**config.mk**
```make
export PLATFORM = sky130hd
export DESIGN_NAME = mm_tmr_flat
export DESIGN_NICKNAME = d
export VERILOG_FILES = /design/src/rtl/mm_tmr_pkg.sv /design/src/rtl/mm_tmr_if.sv /design/src/rtl/mm_tmr_prescaler.sv /design/src/rtl/mm_tmr.sv /design/src/flat_wrapper.sv
export SDC_FILE = /design/constraint.sdc
export NUM_CORES = 1
export LEC_CHECK = 0
export CORE_ASPECT_RATIO = 0.8
export CORE_MARGIN = 8
export CORE_UTILIZATION = 40
export DETAILED_ROUTE_END_ITERATION = 7
export GPL_ROUTABILITY_DRIVEN = 1
export PLACE_DENSITY = 0.69
export SYNTH_ARGS = -nofsm -noshare
export SYNTH_HDL_FRONTEND = slang
export SYNTH_SLANG_ARGS = --single-unit
```
**constraint.sdc**
```tcl
create_clock -name clk -period 2.3 [get_ports clk]
set_input_delay 0.46 -clock clk [delete_from_list [all_inputs] [get_ports clk]]
set_output_delay 0.46 -clock clk [all_outputs]
set_load 0.02 [all_outputs]
```
**src/rtl/mm_tmr_pkg.sv**
```systemverilog
// Shared definitions for the mm_tmr memory-mapped timer: register offsets,
// CTRL bit positions, default base address and the CTRL read-word packer.
package mm_tmr_pkg;

   localparam logic [15:0] TMR_BASE_ADDR = 16'hC008;

   localparam logic [1:0] TMR_CTRL   = 2'd0;
   localparam logic [1:0] TMR_PSC    = 2'd1;
   localparam logic [1:0] TMR_RELOAD = 2'd2;
   localparam logic [1:0] TMR_COUNT  = 2'd3;

   localparam int TMR_EN_BIT  = 0;
   localparam int TMR_PER_BIT = 1;
   localparam int TMR_OV_BIT  = 2;

   function automatic logic [15:0] tmr_ctrl_word(input logic en, input logic per,
                                                 input logic ov);
      logic [15:0] w;
      w = '0;
      w[TMR_EN_BIT]  = en;
      w[TMR_PER_BIT] = per;
      w[TMR_OV_BIT]  = ov;
      return w;
   endfunction

endpackage

```
**src/rtl/mm_tmr_if.sv**
```systemverilog
// CPU memory-mapped bus as seen by the timer; read data is a private
// return path that the top level ORs into the shared read bus.
interface mm_tmr_if;
   logic [15:0] mm_addr;
   logic        mm_we;
   logic        mm_re;
   logic [15:0] mm_wdata;
   logic [15:0] tmr_rdata;

   modport master (
      output mm_addr, mm_we, mm_re, mm_wdata,
      input  tmr_rdata
   );

   modport slave (
      input  mm_addr, mm_we, mm_re, mm_wdata,
      output tmr_rdata
   );
endinterface

```
**src/rtl/mm_tmr_prescaler.sv**
```systemverilog
// tmr_prescaler: free-running compare counter producing one tick every PSC+1
// enabled cycles; a start pulse restarts the count from zero.
module tmr_prescaler #(
   parameter int PSC_W = 8
) (
   input  logic             clk,
   input  logic             rst_n,
   input  logic             run,
   input  logic             start,
   input  logic [PSC_W-1:0] psc,
   output logic             tick
);

   localparam logic [PSC_W-1:0] PSC_ONE = PSC_W'(1);

   logic [PSC_W-1:0] psc_cnt;
   logic             match;

   assign match = (psc_cnt == psc);
   assign tick  = run & match;

   // A counter already past a newly written PSC wraps through 2^PSC_W.
   always_ff @(posedge clk or negedge rst_n) begin
      if (!rst_n) begin
         psc_cnt <= '0;
      end else if (start) begin
         psc_cnt <= '0;
      end else if (run) begin
         psc_cnt <= match ? '0 : psc_cnt + PSC_ONE;
      end
   end

endmodule

```
**src/rtl/mm_tmr.sv**
```systemverilog
// mm_tmr: memory-mapped down-counting timer with sticky OV flag and a one-cycle
// tmr_ov interrupt pulse. Prescaler present only when MM_TMR_PRESCALE_EN is defined.
module mm_tmr
   import mm_tmr_pkg::*;
#(
   parameter logic [15:0] BASE_ADDR = TMR_BASE_ADDR,
   parameter int          PSC_W     = 8
) (
   input  logic    clk,
   input  logic    rst_n,
   mm_tmr_if.slave bus,
   output logic    tmr_ov
);

   logic             hit;
   logic [1:0]       off;
   logic             wr;
   logic             ctrl_wr;
   logic             stop_wr;
   logic             start_wr;
   logic             run;
   logic             tick;
   logic             ov_evt;

   logic             en_q;
   logic             per_q;
   logic             ov_q;
   logic [PSC_W-1:0] psc_q;
   logic [15:0]      reload_q;
   logic [15:0]      count_q;
   logic             tmr_ov_q;

   assign off      = bus.mm_addr[1:0];
   assign hit      = (bus.mm_addr[15:2] == BASE_ADDR[15:2]);
   assign wr       = bus.mm_we & hit;
   assign ctrl_wr  = wr & (off == TMR_CTRL);
   assign stop_wr  = ctrl_wr & ~bus.mm_wdata[TMR_EN_BIT];
   assign start_wr = ctrl_wr & bus.mm_wdata[TMR_EN_BIT] & ~en_q;

   // A write clearing EN beats any tick in the same cycle, so count and prescaler freeze.
   assign run      = en_q & ~stop_wr;
   assign ov_evt   = tick & (count_q == 16'd0);

`ifdef MM_TMR_PRESCALE_EN
   always_ff @(posedge clk or negedge rst_n) begin
      if (!rst_n) begin
         psc_q <= '0;
      end else if (wr && (off == TMR_PSC)) begin
         psc_q <= bus.mm_wdata[PSC_W-1:0];
      end
   end

   tmr_prescaler #(
      .PSC_W (PSC_W)
   ) u_prescaler (
      .clk   (clk),
      .rst_n (rst_n),
      .run   (run),
      .start (start_wr),
      .psc   (psc_q),
      .tick  (tick)
   );
`else
   assign psc_q = '0;
   assign tick  = run;
`endif

   always_ff @(posedge clk or negedge rst_n) begin
      if (!rst_n) begin
         en_q     <= 1'b0;
         per_q    <= 1'b0;
         ov_q     <= 1'b0;
         reload_q <= 16'hFFFF;
         count_q  <= 16'd0;
         tmr_ov_q <= 1'b0;
      end else begin
         tmr_ov_q <= ov_evt;

         if (ctrl_wr) begin
            en_q  <= bus.mm_wdata[TMR_EN_BIT];
            per_q <= bus.mm_wdata[TMR_PER_BIT];
         end
         if (ov_evt && !per_q) begin
            en_q <= 1'b0;
         end

         // Overflow outranks a simultaneous write-1-to-clear of OV.
         if (ov_evt) begin
            ov_q <= 1'b1;
         end else if (ctrl_wr && bus.mm_wdata[TMR_OV_BIT]) begin
            ov_q <= 1'b0;
         end

         if (wr && (off == TMR_RELOAD)) begin
            reload_q <= bus.mm_wdata;
         end

         if (start_wr) begin
            count_q <= reload_q;
         end else if (tick) begin
            if (count_q != 16'd0) begin
               count_q <= count_q - 16'd1;
            end else if (per_q) begin
               count_q <= reload_q;
            end
         end
      end
   end

   assign tmr_ov = tmr_ov_q;

   always_comb begin
      bus.tmr_rdata = 16'h0000;
      if (bus.mm_re && hit) begin
         case (off)
            TMR_CTRL:   bus.tmr_rdata = tmr_ctrl_word(en_q, per_q, ov_q);
            TMR_PSC:    bus.tmr_rdata = 16'(psc_q);
            TMR_RELOAD: bus.tmr_rdata = reload_q;
            default:    bus.tmr_rdata = count_q;
         endcase
      end
   end

endmodule

```
**src/flat_wrapper.sv**
```systemverilog
// flat-port wrapper written by rule: the top's interface ports become plain ports
module mm_tmr_flat import mm_tmr_pkg::*;
#(
   parameter logic [15:0] BASE_ADDR = TMR_BASE_ADDR,
   parameter int          PSC_W     = 8
)
  (clk, rst_n, tmr_ov, bus_mm_addr, bus_mm_we, bus_mm_re, bus_mm_wdata, bus_tmr_rdata);
  mm_tmr_if bus_i ();
  input  logic clk;
  input  logic rst_n;
  output logic tmr_ov;
  input wire logic [$bits(bus_i.mm_addr)-1:0] bus_mm_addr;
  input wire logic [$bits(bus_i.mm_we)-1:0] bus_mm_we;
  input wire logic [$bits(bus_i.mm_re)-1:0] bus_mm_re;
  input wire logic [$bits(bus_i.mm_wdata)-1:0] bus_mm_wdata;
  output wire logic [$bits(bus_i.tmr_rdata)-1:0] bus_tmr_rdata;
  assign bus_i.mm_addr = bus_mm_addr;
  assign bus_i.mm_we = bus_mm_we;
  assign bus_i.mm_re = bus_mm_re;
  assign bus_i.mm_wdata = bus_mm_wdata;
  assign bus_tmr_rdata = bus_i.tmr_rdata;
  mm_tmr #(.BASE_ADDR(BASE_ADDR), .PSC_W(PSC_W)) u_core (.clk(clk), .rst_n(rst_n), .bus(bus_i), .tmr_ov(tmr_ov));
endmodule
```
==> results.json, run 1 <==
{
  "outcome": "finished, violations left",
  "failed_checks": "negative setup slack",
  "dr_total_vias": 2317,
  "p_leak_nw": 1.53,
  "path_delay_family": "simple AND/OR/NAND/NOR gates",
  "postPlaceCellArea_mm2": 0.00313,
  "cts-buffers-inserted": 5,
  "post-place-cells": 381,
  "placeableCoreArea_mm2": 0.00588,
  "synth_warnings": 0,
  "critPathMostFrequentCell": "sky130_fd_sc_hd__buf_4",
  "setup_violations": 1,
  "synth.avg_cell_area_um2": 10.1,
  "pin_count": 53,
  "final-max-slew-violation-count": 0,
  "synthMostInstantiatedCell": "sky130_fd_sc_hd__nor2_1",
  "seq_area_frac_synth_pct": 37.8,
  "antennaDiodeCount": 0,
  "drtAntennaViolNets": 0,
  "number_of_maximum_capacitance_violations": 0,
  "grt_max_degree": 37,
  "p_per_area_mw_per_mm2": 405,
  "critical_path.startpoint_type": "input port",
  "first_global_vias": 2177,
  "wire_per_inst_um": 18.8,
  "synth_area_leader_cell": "sky130_fd_sc_hd__dfrtp_1",
  "nets": 363,
  "ys_seq_elements": 36,
  "drt_wl_total_um": 7640,
  "drt-pass1-iter-count": 4,
  "detailedPlacementHpwl_um": 4940,
  "finalCritPeriodShare_pct": 101,
  "worst_clock_skew_ns": 0.00941,
  "final.setup.worst_slack_ns": -0.0204,
  "cts_clock_pin_slew_for_the_worst_setup_and_hold_paths_ns": 0.07,
  "synth_largest_type_area_fraction_pct": 20.6,
  "min-delay-start": "u_core.ov_q",
  "max_stage_delay_ns": 0.32,
  "grt_setup_unrepaired": "yes",
  "mapped_cell_area_mm2": 0.00243,
  "layout-drive-gt1-share_pct": 39.6,
  "cts.sinks": 36,
  "place.gp.congestion": 0.889,
  "synth_edf_count": 0,
  "worstPathBufferInverterCount": 3,
  "cp_cell_sequence": "clkbuf_2 -> nor4_4 -> nand4_1 -> buf_4 -> or2_4 -> nor2_1 -> buf_4",
  "die_area_mm2": 0.00885,
  "capture_point_of_the_worst_reg_to_reg_path": "u_core.count_q[10]",
  "clock.fmax_ghz": 0.431,
  "timing.critical_path.slowest_stage_cell": "sky130_fd_sc_hd__or2_4",
  "min-delay-path-class": "reg2reg",
  "dieHeight_um": 85.8,
  "fp.dieW_um": 103,
  "worst_hold_slack_ns": 0.483,
  "design_power_total_w": 0.00140,
  "instances_no_fill": 407,
  "critical_path_class": "in2out",
  "setup.reg_to_reg.worst_slack_ns": 0.15,
  "finish.instance_area_mm2": 0.00346,
  "hold_depth": 1,
  "rr_worst_depth": 8,
  "cts.root.buffer_cell": "sky130_fd_sc_hd__clkbuf_8",
  "pre_cts_slack_ns": -0.901,
  "final_hold_viol_count": 0,
  "end_of_the_worst_hold_path": "u_core.ov_q",
  "ys_dominant_reg_cell": "sky130_fd_sc_hd__dfrtp_1",
  "crit_required_ns": 1.84,
  "synthCells": 241,
  "timing_worst_slew_pin_value_ns": 0.499,
  "synth_nets": 279,
  "detail_route.iter0.violations": 196,
  "grt_remaining_overflow": 0,
  "cts_tree": "yes",
  "post_synth_most_frequent_cells": "33 x sky130_fd_sc_hd__nor2_1, 31 x sky130_fd_sc_hd__mux2i_1, 20 x sky130_fd_sc_hd__dfrtp_1",
  "synth.lib_cells_used.distinct": 43,
  "max-vdd-ir-drop_mv": 0.232,
  "num_rows": 25,
  "worstPathArrival_ns": 1.86,
  "htreeDepth": 2,
  "globalRouteTotalUtil_pct": 16.6,
  "end_kind": "output pin",
  "clk_latency_ns": 0.29,
  "cts.path.max_buffers": 2,
  "grt_pass1_wl_um": 11500,
  "slew-limit-headroom_pct": 66.4,
  "r2r_start": "u_core.count_q[0]",
  "layout-area-overhead-vs-synth_pct": 42.4,
  "critPathMaxFanout": 6,
  "placement.io_buffers": 52,
  "async_set_or_reset_register_ratio_after_synthesis_pct": 100,
  "floorplan.initialDensity_pct": 41.4,
  "synthTopCellsByArea": "sky130_fd_sc_hd__dfrtp_1 21%, sky130_fd_sc_hd__dfstp_2 17%, sky130_fd_sc_hd__mux2i_1 13%",
  "timing.critical_path.from": "bus_mm_addr[7]",
  "grt_antenna_before_repair": 0,
  "post-route-min-period_ns": 2.32,
  "route.detailed.vias_per_inst": 5.69,
  "drcViolationCount": 0
}
per-stage QoR:
step,utilization [%],TNS [ns]
2_1_floorplan,-,-0.407
3_3_place_gp,53.2,-19.50
3_5_place_dp,53.2,-22.16
4_1_cts,56.1,0
5_1_grt,58.9,-0.814
6_report,58.9,-0.0204
layout by cell type, fill, tap and decap left out, types with 2 or more instances in the layout:
cell	Yosys	final
sky130_fd_sc_hd__a21o_1	3	3
sky130_fd_sc_hd__a21oi_1	5	5
sky130_fd_sc_hd__a22oi_1	2	2
sky130_fd_sc_hd__a22oi_2	2	2
sky130_fd_sc_hd__and4_1	3	3
sky130_fd_sc_hd__buf_12	0	3
sky130_fd_sc_hd__buf_2	3	7
sky130_fd_sc_hd__buf_4	2	35
sky130_fd_sc_hd__buf_6	7	8
sky130_fd_sc_hd__clkbuf_16	0	2
sky130_fd_sc_hd__clkbuf_2	0	10
sky130_fd_sc_hd__clkbuf_8	0	7
sky130_fd_sc_hd__clkdlybuf4s15_1	0	3
sky130_fd_sc_hd__clkdlybuf4s50_1	0	20
sky130_fd_sc_hd__dfrtp_1	20	20
sky130_fd_sc_hd__dfstp_2	16	16
sky130_fd_sc_hd__dlygate4sd2_1	0	3
sky130_fd_sc_hd__ha_1	2	2
sky130_fd_sc_hd__inv_1	9	9
sky130_fd_sc_hd__mux2_2	15	15
sky130_fd_sc_hd__mux2i_1	31	31
sky130_fd_sc_hd__nand2_1	10	10
sky130_fd_sc_hd__nand4_1	7	7
sky130_fd_sc_hd__nor2_1	33	26
sky130_fd_sc_hd__nor2_2	0	2
sky130_fd_sc_hd__nor2_4	0	5
sky130_fd_sc_hd__nor3_1	11	11
sky130_fd_sc_hd__nor4_1	8	6
sky130_fd_sc_hd__nor4_2	2	2
sky130_fd_sc_hd__nor4_4	0	2
sky130_fd_sc_hd__nor4bb_4	1	2
sky130_fd_sc_hd__o211ai_1	15	15
sky130_fd_sc_hd__o2bb2ai_1	10	10
sky130_fd_sc_hd__or2_4	0	2
sky130_fd_sc_hd__or3_1	2	2
worst max-delay path by stage:
stage | slack, ns | cells past startpoint | to
2_1_floorplan | -0.04 | 5 | bus_tmr_rdata[10]
3_3_place_gp | -0.80 | 6 | bus_tmr_rdata[13]
3_5_place_dp | -0.90 | 6 | bus_tmr_rdata[14]
4_1_cts | 0.005 | 7 | bus_tmr_rdata[2]
5_1_grt | -0.1 | 7 | bus_tmr_rdata[9]
6_report | -0.02 | 7 | bus_tmr_rdata[9]
power by group:
part | internal (W) | switching [W]
sequential | 0.000635 | 0.000000521
combinational | 0.0000832 | 0.0000588
clock | 0.000383 | 0.000241
logic make-up after synthesis:
group / count (synthesis) / share of synthesized area (%)
DFF: 36 / 37.8
AOI/OAI and AO/OA: 42 / 14.5
adders and majority gates: 2 / 1.03
muxes: 47 / 20.2
and+or+nand+nor: 87 / 19.5
buffers and inverters: 27 / 6.94
state kept, by name, summed over array words and instances (netlist names):
signal	count
u_core.reload_q	16
u_core.count_q	16
u_core.en_q	1
u_core.tmr_ov	1
u_core.ov_q	1
u_core.per_q	1
layer usage:
layer  wire length (µm)  GRT usage, %
met1               3550          22.9
met2               3570          25.4
met3                441          3.72
met4                 76          4.46
met5                  0             0
timing repair:
action	in CTS	in global routing
hold buffers	0	0
setup endpoints to repair	28	34
pin swaps	16	15
gates resized for setup	93	40
gates cloned	1	3
buffers inserted	8	6
area by class of cell:
cell class	count	area, µm²
clock buffer	7	96.3
timing repair buffer	93	828
sequential	36	921
multi-input combinational	179	1450
tap	81	101
clock inverter	1	30.0
inverter	10	37.5
fill	514	2420
(Power assumes the default switching activity.)
==> inputs of run 2 (changes only) <==
--- a/config.mk
+++ b/config.mk
@@ -7,10 +7,10 @@
 export LEC_CHECK = 0
 export CORE_ASPECT_RATIO = 0.8
 export CORE_MARGIN = 8
-export CORE_UTILIZATION = 40
+export CORE_UTILIZATION = 51
 export DETAILED_ROUTE_END_ITERATION = 7
 export GPL_ROUTABILITY_DRIVEN = 1
-export PLACE_DENSITY = 0.69
+export PLACE_DENSITY = 0.84
 export SYNTH_ARGS = -nofsm -noshare
 export SYNTH_HDL_FRONTEND = slang
 export SYNTH_SLANG_ARGS = --single-unit
==> run 2 against run 1 <==
The run now ends clean. Core utilization grew 15 points. Sequential share of layout area grew 0.48 points. Clock skew shrank 0.0051 ns. Setup slack gained 0.047 ns. Fmax grew 2.1%. Non-clock buffer count shrank 3. Global-route usage grew 3.6 points. Clock power shrank 2%. Die area shrank 18%. Cell area shrank 1.8%. Worst hold slack gained 0.023 ns. Flip-flop and latch count is the same. Critical path type unchanged. Critical endpoint is now bus_tmr_rdata[6].
==> results.json, run 2 (synthesis gave the netlist of run 1 again) <==
{
  "mostFrequentLayoutCells": "35 x sky130_fd_sc_hd__buf_4, 30 x sky130_fd_sc_hd__mux2i_1, 25 x sky130_fd_sc_hd__nor2_1, 20 x sky130_fd_sc_hd__clkdlybuf4s50_1, 20 x sky130_fd_sc_hd__dfrtp_1",
  "p_per_area_mw_per_mm2": 406,
  "grt_antenna_before_repair": 0,
  "slew-limit-headroom_pct": 62.0,
  "worst_clock_skew_ns": 0.00435,
  "floorplan.initialDensity_pct": 52.9,
  "cts_tree": "yes",
  "multiInputGateArea_mm2": 0.00146,
  "grt_pass1_wl_um": 11900,
  "nets": 360,
  "cp_cell_sequence": "dlygate4sd2_1 -> nor4bb_4 -> nand4_1 -> buf_4 -> or2_4 -> nor2_4 -> buf_6",
  "drt_wl_total_um": 7620,
  "timing_worst_slew_pin_value_ns": 0.565,
  "cts.sinks": 36,
  "end_kind": "output pin",
  "wire_per_inst_um": 19.9,
  "post-place-cells": 362,
  "critPathMaxFanout": 7,
  "layout.cells.most_common": "sky130_fd_sc_hd__buf_4",
  "quantity_of_hold_fixing_buffers_added_after_cts": 0,
  "worstPathBufferInverterCount": 3,
  "detailedPlacementHpwl_um": 4980,
  "placeableCoreArea_mm2": 0.00460,
  "design_power_total_w": 0.00138,
  "min-delay-path-class": "reg2reg",
  "grtUsageMet1_pct": 25.1,
  "drcViolationCount": 0,
  "detail_route.iter0.violations": 225,
  "post-route-min-period_ns": 2.27,
  "fp.dieW_um": 93.2,
  "cts.root.buffer_cell": "sky130_fd_sc_hd__clkbuf_8",
  "setup_violations": 0,
  "clock.fmax_ghz": 0.440,
  "crit_required_ns": 1.84,
  "num_rows": 22,
  "drt-pass1-iter-count": 5,
  "layout-drive-gt1-share_pct": 39.6,
  "dieHeight_um": 77.8,
  "htreeDepth": 2,
  "reg.largest.list": "u_core.count_q (16), u_core.reload_q (16)",
  "timing.critical_path.slowest_stage_cell": "sky130_fd_sc_hd__or2_4",
  "finalCritPeriodShare_pct": 98.9,
  "pin_count": 53,
  "critical_path.startpoint_type": "input port",
  "cts.path.max_buffers": 2,
  "drtAntennaViolNets": 0,
  "postPlaceCellArea_mm2": 0.00312,
  "path_delay_family": "simple AND/OR/NAND/NOR gates",
  "globalRouteTotalUtil_pct": 20.2,
  "final-max-slew-violation-count": 0,
  "finish.instance_area_mm2": 0.00340,
  "critical_path_class": "in2out",
  "first_global_vias": 2396,
  "placement.io_buffers": 52,
  "max-vdd-ir-drop_mv": 0.331,
  "dr_total_vias": 2341,
  "die_area_mm2": 0.00725,
  "number_of_maximum_capacitance_violations": 0,
  "finalCoreUtilization_pct": 74.0,
  "place.gp.congestion": 0.898,
  "grt_remaining_overflow": 0,
  "antennaDiodeCount": 0,
  "max_stage_delay_ns": 0.32,
  "clk_latency_ns": 0.29,
  "layout-area-overhead-vs-synth_pct": 39.8,
  "use_met2_pct": 32.7,
  "cts_clock_pin_slew_for_the_worst_setup_and_hold_paths_ns": 0.07,
  "cts-buffers-inserted": 5,
  "grt_use_met3_pct": 5.00,
  "grt_busiest_layer": "met2",
  "seqCellArea_um2": 921,
  "instances_no_fill": 383,
  "p_leak_nw": 1.51,
  "worst_hold_slack_ns": 0.506,
  "filler_cell_count": 316,
  "grt_max_degree": 37,
  "final_hold_viol_count": 0,
  "worstPathArrival_ns": 1.81,
  "outcome": "finished, final reports clean",
  "route.detailed.vias_per_inst": 6.11
}
-- run 2: cell types whose count changed in the layout (fill, tap and decap cells not counted), sizes merged --
cell	change
dlygate4sd2	+2
clkdlybuf4s15	-1
buf	+2
clkbuf	-6
-- run 2: final timing paths --
| path | start | endpoint | slack, ns | cells after the start |
|---|---|---|---|---|
| worst max register to register | u_core.count_q[0] | u_core.count_q[8] | 0.09 | 9 |
| worst min-delay path | u_core.ov_q | u_core.ov_q | 0.51 | 1 |
| worst max-delay path | bus_mm_addr[14] | bus_tmr_rdata[6] | 0.03 | 7 |
| worst min register to register | u_core.ov_q | u_core.ov_q | 0.51 | 1 |
| min in group asynchronous | rst_n | u_core.count_q[14] | 0.59 | 2 |
| max in group asynchronous | rst_n | u_core.reload_q[4] | 1.36 | 2 |
-- run 2: final cells by class --
cell class | instances | share of cell area [%]
well taps | 60 | 2.21
inverters | 10 | 1.10
flip-flops and latches | 36 | 27.1
repair buffers | 90 | 23.1
multi-input cells | 179 | 42.8
clock buffers | 7 | 2.83
clock inverters | 1 | 0.882
-- run 2: what timing repair did --
action,in CTS,in global routing
endpoints found under the setup margin,21,35
setup buffers,5,5
pin swaps,10,15
gates resized for setup,119,17
gates cloned,1,2
-- run 2: metrics by stage --
stage	setup TNS (ns)	setup WS [ns]
floorplan	-0.407	-0.0407
global route	-0.0962	-0.0231
finish	0	0.0263
CTS	0	0.00336
detailed placement	-21.56	-0.883
global placement	-16.23	-0.778
-- run 2: routing by layer --
layer	share of wire, %	vias up
met2	49	121
met4	1.8	0
met5	0	-
met3	7.6	15
met1	42	1149
li1	-	1056
-- run 2: power breakdown --
part / switching (W) / total (W) / internal (W)
Sequential: 0.000000616 / 0.000635 / 0.000635
Combinational: 0.0000579 / 0.000134 / 0.0000759
Clock: 0.000230 / 0.000613 / 0.000382
Total: 0.000289 / 0.00138 / 0.00109
==> inputs of run 3 (changes only) <==
--- a/config.mk
+++ b/config.mk
@@ -11,6 +11,7 @@
 export DETAILED_ROUTE_END_ITERATION = 7
 export GPL_ROUTABILITY_DRIVEN = 1
 export PLACE_DENSITY = 0.84
+export SKIP_LAST_GASP = 1
 export SYNTH_ARGS = -nofsm -noshare
 export SYNTH_HDL_FRONTEND = slang
 export SYNTH_SLANG_ARGS = --single-unit
==> run 3 against run 2 <==
Register-to-register slack hardly changed. Critical path type unchanged. Critical path depth did not move. Die area stayed put. Wire length is 0.22% lower. Critical endpoint unchanged. Sequential power barely moved. Worst hold slack improved by 0.012 ns. Non-clock buffer count unchanged. Cell area stayed put. Combinational power about the same. Flip-flop and latch count unchanged. Cell count unchanged.
==> results.json, run 3 (synthesis gave the netlist of run 1 again) <==
{
  "outcome": "finished, final reports clean",
  "grt_max_degree": 37,
  "min-delay-path-class": "reg2reg",
  "cp_cell_sequence": "dlygate4sd2_1 -> nor4bb_4 -> nand4_1 -> buf_4 -> or2_4 -> nor2_4 -> buf_6",
  "cellInternalPower_w": 0.00109,
  "drt_wl_total_um": 7600,
  "worst_hold_slack_ns": 0.518,
  "cts.path.max_buffers": 2,
  "route.detailed.vias_per_inst": 6.13,
  "slew-limit-headroom_pct": 62.5,
  "proportion_of_power_drawn_by_the_clock_network_pct": 44.3,
  "highest-signal-layer": "met4",
  "antennaDiodeCount": 0,
  "worstPathBufferInverterCount": 3,
  "grt_remaining_overflow": 0,
  "number_of_maximum_capacitance_violations": 0,
  "timing_worst_slew_pin_value_ns": 0.558,
  "final-max-slew-violation-count": 0,
  "cts_tree": "yes",
  "grt_setup_unrepaired": "yes",
  "num_rows": 22,
  "setup_violations": 0,
  "drt-pass1-iter-count": 5,
  "reg.largest.list": "u_core.count_q (16), u_core.reload_q (16)",
  "dieHeight_um": 77.8,
  "p_leak_nw": 1.51,
  "globalRouteTotalUtil_pct": 20.2,
  "critical_path_class": "in2out",
  "placeableCoreArea_mm2": 0.00460,
  "max_stage_delay_ns": 0.32,
  "detail_route.iter0.violations": 237,
  "met2RoutedLength_um": 3620,
  "max-vdd-ir-drop_mv": 0.330,
  "worst_clock_skew_ns": 0.00445,
  "grt_antenna_before_repair": 0,
  "totalNegativeSetupSlack_ns": 0,
  "die_area_mm2": 0.00725,
  "worstPathArrival_ns": 1.80,
  "detailedPlacementHpwl_um": 4980,
  "finalCritPeriodShare_pct": 98.3,
  "cts.root.buffer_cell": "sky130_fd_sc_hd__clkbuf_8",
  "first_global_vias": 2396,
  "pre_cts_slack_ns": -0.883,
  "cts-buffers-inserted": 5,
  "share_comb_of_total_power_pct": 9.7,
  "post-route-min-period_ns": 2.26,
  "floorplan.initialDensity_pct": 52.9,
  "critical_path.startpoint_type": "input port",
  "htreeDepth": 2,
  "placement.io_buffers": 52,
  "fp.dieW_um": 93.2,
  "clock.fmax_ghz": 0.442,
  "pin_count": 53,
  "critPathMaxFanout": 7,
  "switching_share_pct": 20.8,
  "timing.critical_path.slowest_stage_cell": "sky130_fd_sc_hd__or2_4",
  "dr_total_vias": 2349,
  "met1Wirelength_um": 3170,
  "final_hold_viol_count": 0,
  "clk_latency_ns": 0.29,
  "crit_required_ns": 1.84,
  "path_delay_family": "simple AND/OR/NAND/NOR gates",
  "p_per_area_mw_per_mm2": 406,
  "layout-drive-gt1-share_pct": 39.6,
  "netSwitchingPower_w": 0.000288,
  "wire_per_inst_um": 19.8,
  "met3_wirelength_um": 608,
  "quantity_of_hold_fixing_buffers_added_after_cts": 0,
  "layout.cells.most_common": "sky130_fd_sc_hd__buf_4",
  "drcViolationCount": 0,
  "drtAntennaViolNets": 0,
  "layout-area-overhead-vs-synth_pct": 39.8,
  "mostFrequentLayoutCells": "35 x sky130_fd_sc_hd__buf_4, 30 x sky130_fd_sc_hd__mux2i_1, 25 x sky130_fd_sc_hd__nor2_1, 20 x sky130_fd_sc_hd__clkdlybuf4s50_1, 20 x sky130_fd_sc_hd__dfrtp_1",
  "place.gp.congestion": 0.898,
  "nets": 360,
  "end_kind": "output pin",
  "seqPwrFrac_pct": 46.0,
  "grt_pass1_wl_um": 11900,
  "final.setup.worst_slack_ns": 0.0386,
  "cts_clock_pin_slew_for_the_worst_setup_and_hold_paths_ns": 0.07,
  "cts.sinks": 36
}
run 3: cell counts in the layout (fill, tap and decap cells not counted):
No cell type changed its count.
run 3: cell type report:
| type | count | area [µm²] |
|---|---|---|
| clock buffers | 7 | 96.3 |
| clock inverters | 1 | 30.0 |
| fillers | 316 | 1190 |
| inverters | 10 | 37.5 |
| multi-input cells | 179 | 1460 |
| flip-flops and latches | 36 | 921 |
| well taps | 60 | 75.1 |
| repair buffers | 90 | 787 |
run 3: path summary, 6_finish.rpt:
kind / slack, ns / to / startpoint / cells after the start
worst max-delay path: 0.04 / bus_tmr_rdata[6] / bus_mm_addr[14] / 7
worst min-delay path: 0.52 / u_core.ov_q / u_core.ov_q / 1
worst max register to register: 0.08 / u_core.count_q[8] / u_core.count_q[0] / 9
worst min register to register: 0.52 / u_core.ov_q / u_core.ov_q / 1
max in group asynchronous: 1.36 / u_core.reload_q[4] / rst_n / 2
min in group asynchronous: 0.59 / u_core.tmr_ov / rst_n / 2
run 3: routing by layer:
metal  track usage [%]  vias to the layer above
met5                 0                        -
met4              8.19                        0
met3              5.00                       30
met2              32.7                      128
met1              25.1                     1132
li1                  -                     1059
run 3: per-stage QoR:
step,std cells,util (%),area (µm²),power (W)
floorplan,241,-,2430,0.000678
global placement,362,67.8,3120,0.000771
detailed placement,362,67.8,3120,0.000773
CTS,376,71.7,3300,0.00137
global route,383,74.0,3400,0.00142
finish,383,74.0,3400,0.00138
run 3: repair_timing:
action / 4_1_cts / 5_1_grt
resized for setup: 119 / 17
pin swaps: 10 / 13
cloned: 1 / 2
setup buffers: 5 / 5
endpoints found under the setup margin: 21 / 35
run 3: power groups by stage:
stage	sequential [W]	clock, W	combinational, W
global route	0.000635	0.000646	0.000143
floorplan	0.000646	0	0.0000318
CTS	0.000635	0.000609	0.000129
detailed placement	0.000646	0	0.000127
global placement	0.000646	0	0.000125
finish	0.000635	0.000612	0.000134
